===== src/rtl/lw_sha_pkg.sv =====
// lw_sha_pkg: shared types and constants for the lightweight SHA/HMAC blocks
package lw_sha_pkg;
  localparam int KEY_BLOCK_WORDS = 16;
  typedef enum logic [1:0] {KL_IDLE, KL_STREAM, KL_WIPE} key_ld_state_t;
endpackage


===== src/rtl/lw_hmac_key_loader.sv =====
// lw_hmac_key_loader: stages one block of key words and streams it, zero-padded, into the HMAC key port
module lw_hmac_key_loader
  import lw_sha_pkg::*;
#(
  parameter int WORD_W      = 64,
  parameter int BLOCK_WORDS = KEY_BLOCK_WORDS,
  parameter int KEEP_KEY    = 0
) (
  input  logic              clk_i,
  input  logic              rst_i,
  input  logic              wr_en_i,
  input  logic [3:0]        wr_addr_i,
  input  logic [WORD_W-1:0] wr_data_i,
  input  logic [4:0]        key_len_i,
  input  logic              arm_i,
  input  logic              zeroize_i,
  input  logic              abort_i,
  output logic [WORD_W-1:0] key_o,
  output logic              key_valid_o,
  input  logic              key_ready_i,
  output logic              busy_o,
  output logic              done_o,
  output logic              err_o
);
  localparam logic [3:0] LAST    = 4'(BLOCK_WORDS - 1);
  localparam logic [4:0] MAX_LEN = 5'(BLOCK_WORDS);
  key_ld_state_t     state_q;
  logic [3:0]        idx_q;
  logic [4:0]        len_q;
  logic              done_q;
  logic              err_q;
  logic [WORD_W-1:0] key_buf [BLOCK_WORDS];
  // words past the latched length are streamed as zero padding
  always_comb begin
    key_valid_o = state_q == KL_STREAM;
    busy_o      = state_q != KL_IDLE;
    done_o      = done_q;
    err_o       = err_q;
    key_o       = (key_valid_o && {1'b0, idx_q} < len_q) ? key_buf[idx_q] : '0;
  end
  // control FSM; idx doubles as stream pointer and descending wipe pointer
  always_ff @(posedge clk_i) begin
    if (rst_i) begin
      state_q <= KL_IDLE;
      idx_q   <= '0;
      len_q   <= '0;
      done_q  <= 1'b0;
      err_q   <= 1'b0;
      for (int i = 0; i < BLOCK_WORDS; i++) key_buf[i] <= '0;
    end else begin
      done_q <= 1'b0;
      if (state_q == KL_IDLE) begin
        if (zeroize_i) begin
          state_q <= KL_WIPE;
          idx_q   <= LAST;
        end else begin
          if (wr_en_i) key_buf[wr_addr_i] <= wr_data_i;
          if (arm_i && key_len_i > MAX_LEN) err_q <= 1'b1;
          else if (arm_i) begin
            len_q   <= key_len_i;
            idx_q   <= '0;
            err_q   <= 1'b0;
            state_q <= KL_STREAM;
          end
        end
      end else if (state_q == KL_STREAM) begin
        if (abort_i) begin
          state_q <= KL_WIPE;
          idx_q   <= LAST;
        end else if (key_ready_i) begin
          if (idx_q == LAST) begin
            done_q  <= 1'b1;
            state_q <= (KEEP_KEY != 0) ? KL_IDLE : KL_WIPE;
            idx_q   <= (KEEP_KEY != 0) ? 4'd0 : LAST;
          end else idx_q <= idx_q + 4'd1;
        end
      end else begin
        key_buf[idx_q] <= '0;
        if (idx_q == 4'd0) state_q <= KL_IDLE;
        else idx_q <= idx_q - 4'd1;
      end
    end
  end
endmodule

===== config.mk =====
export PLATFORM = sky130hd
export DESIGN_NAME = lw_hmac_key_loader
export DESIGN_NICKNAME = d
export VERILOG_FILES = /design/src/rtl/lw_sha_pkg.sv /design/src/rtl/lw_hmac_key_loader.sv
export SDC_FILE = /design/constraint.sdc
export NUM_CORES = 1
export LEC_CHECK = 0
export ABC_AREA = 1
export BUFFER_PORTS_ARGS = -buffer_cell sky130_fd_sc_hd__buf_2
export CAP_MARGIN = 20
export CORE_MARGIN = 2
export CORE_UTILIZATION = 55
export CTS_CLUSTER_SIZE = 24
export DETAILED_ROUTE_END_ITERATION = 8
export PLACE_DENSITY = 0.68
export SETUP_SLACK_MARGIN = 0.4
export SYNTH_ARGS = -nofsm -noshare
export SYNTH_HDL_FRONTEND = slang
export SYNTH_SLANG_ARGS = --single-unit
export TNS_END_PERCENT = 20

===== constraint.sdc =====
create_clock -name clk_i -period 4.8 [get_ports clk_i]
set_input_delay 0 -clock clk_i [delete_from_list [all_inputs] [get_ports clk_i]]
set_output_delay 0 -clock clk_i [all_outputs]
set_load 0.02 [all_outputs]

==> out/metrics.yaml <==
status: "finished, final reports clean"
cp-end-kind: "primary output"
num_vias: 34979
h-tree-depth: 3
cts_resized: 0
drc: 0
start_util: 0.556
cp_data_arrival_time_ns: 3.74
n_antenna_cell: 0
drt_pass1_iterations: 6
holdCritStartpoint: "wr_data_i[13]"
coreArea_mm2: 0.0837
holdWs_ns: 0.0271
cts_tree: "built"
startpoint_type: "register"
totalWireLength_um: 134000
power_density_mw_per_mm2: 517
ir_drop_v: 0.000519
portBuffers: 147
cp.depth: 10
syn_inst: 4775
pin_count: 148
drv_cap: 0
slowest_stage: "nor2_4"
fin_area_mm2: 0.0517
cts-root-buf: "clkbuf_16"
worst_r2r_path_depth: 10
setup_viol: 0
rows: 106
synth_area_mm2: 0.0465
detail_route.vias_per_cell: 5.90
r2r_start: "state_q[1]"
worstSetupStartpoint: "idx_q[2]"
cp_top_family: "simple AND/OR/NAND/NOR gates"
cts-buffers-inserted: 107
worstPathCellList: "ha_1 -> nand2_1 -> inv_1 -> o21ai_0 -> o211ai_1 -> nor2_4 -> buf_4 -> nand2_1 -> nor2_1 -> buf_2"
crit_type: "reg -> out"
dpl-instance-area_mm2: 0.0482
grt_pass1_wl_um: 203000
max_stage_delay_ns: 0.62
grt_pass1_vias: 33587
max-clock-path-buffers: 3
clock-skew-final_ns: 0.0231
yosysWarnings: 0
seq_area_frac_synth: 0.668
synth_fp_nets: 4861
p_leak_nw: 20.4
slew_headroom: 0.116
grt_overflow_total: 0
first_iter_violations: 4411
fin_nets: 4807
crit_top_cell: "nand2_1"
final.min_clock_period_ns: 3.74
synthDistinctLibCells: 29
synth.avg_cell_area_um2: 9.74
finalHoldViolations: 0
n_fill_cell: 6784
clock_latency_ns: 0.67
worst_slew_pin_slew_ns: 1.33
place_congestion: 0.803
dp_hpwl_um: 68300
hold_depth: 3
crit_buf_inv: 3
layout_commonest_cell: "nand2_1"
layout_common_cells: "nand2_1, nor2_1, edfxtp_1, nand3_1, buf_2"
synth_seq_cells: 1041
syn2layout_area_growth_pct: 11.0
final_util: 0.617
clk_pin_slew_ns: 0.06
post-cts-setup-buffer-count: 0
rsz0062_at_grt: "false"
slew_violations: 0
die-area_mm2: 0.0869
drive_gt1_frac: 0.0842
antenna_left: 0
fp.dieW_um: 295
power.total_w: 0.0267
crit_required_ns: 4.80
crit_fanout: 28
grt_start_max_net_pins: 212
antenna_found_initial: 1
wl_per_cell_um: 22.6
grt.total_usage: 0.309
hold_class: "in -> reg"
tns_ns: 0
die_y_um: 295
fin_crit_sh: 0.780
fmaxAchievable_mhz: 267
cts.sinks: 1041
[layer usage]
metal,part of all wire,track usage
met1,0.40,0.433
met2,0.47,0.500
met3,0.10,0.0411
met4,0.031,0.109
met5,0,0
[kinds of logic (layout without fill, tap and decap cells)]
kind of cell,count (synthesis),in the layout,synth area share
AO/OA/AOI/OAI,96,96,0.0125
XOR/XNOR,2,2,0.000377
adder cells (fa/ha/maj),6,6,0.00161
buffers and inverters,436,459,0.0384
flip-flops,1041,1041,0.668
AND/OR/NAND/NOR,3194,3194,0.279
[worst paths after layout]
kind	end	slack, ns
setup / recovery	key_o[32]	1.06
hold / removal	key_buf[2][13]	0.03
setup reg to reg	key_buf[3][57]	1.18
hold reg to reg	len_q[0]	0.50
[registers in the layout, indices dropped and copies added (netlist names), named ones only]
| signal | count |
|---|---|
| len_q | 5 |
| err_o | 1 |
| idx_q | 4 |
| done_o | 1 |
| state_q | 2 |
| key_buf | 1024 |
[power breakdown]
| group | internal, W | switching [W] | total (W) |
|---|---|---|---|
| clock | 0.00451 | 0.00342 | 0.00793 |
| combinational | 0.00202 | 0.00590 | 0.00793 |
| sequential | 0.0106 | 0.000283 | 0.0109 |
| total | 0.0171 | 0.00960 | 0.0267 |
[area by class of cell]
class | instances | area, um^2 | share of cell area
inverter | 32 | 141 | 0.00274
sequential | 1041 | 31100 | 0.602
clock inverter | 47 | 373 | 0.00722
clock buffer | 139 | 2880 | 0.0558
timing repair buffer | 241 | 1830 | 0.0355
multi-input combinational | 3298 | 13900 | 0.269
tap | 1134 | 1420 | 0.0275
[worst register-to-register path, stage by stage (launching register included)]
cell and delay (ns):
dfxtp_1 0.38, nand2_4 0.26, buf_4 0.66, inv_2 0.07, or2_1 0.24, o21ai_2 0.09, inv_2 0.07, nor2_2 0.36
nand2_4 0.27, nand2_4 0.58, buf_4 0.33
[synthesized netlist by cell type, drive strengths merged]
master / number / area, um^2
nand2: 1270 / 4770
nor2: 1145 / 4300
edfxtp: 1024 / 30700
nand3: 770 / 3850
clkbuf: 263 / 987
buf: 141 / 678
a31oi: 63 / 394
inv: 32 / 120
o21ai: 20 / 104
dfxtp: 17 / 340
a21oi: 7 / 35.0
ha: 6 / 75.1
nand4: 5 / 31.3
o211ai: 3 / 22.5
xor2: 2 / 17.5
a211oi: 1 / 7.51
a41oi: 1 / 8.76
and2: 1 / 6.26
nand3b: 1 / 7.51
nor3: 1 / 5.00
o2111ai: 1 / 8.76
or2: 1 / 6.26
[what timing repair did]
action	4_1_cts	5_1_grt
endpoints found under the setup margin	0	0
endpoints found under the hold margin	17	0
hold buffers	21	0
[metrics by stage]
| stage | setup slack (ns) | std cells |
|---|---|---|
| final | 1.06 | 5932 |
| after global routing | 0.888 | 5932 |
| after CTS | 1.06 | 5932 |
| after detailed placement | 1.19 | 5725 |
| after global placement | 1.24 | 5725 |
| after floorplan | 1.43 | 4775 |
(Power assumes the default switching activity.)
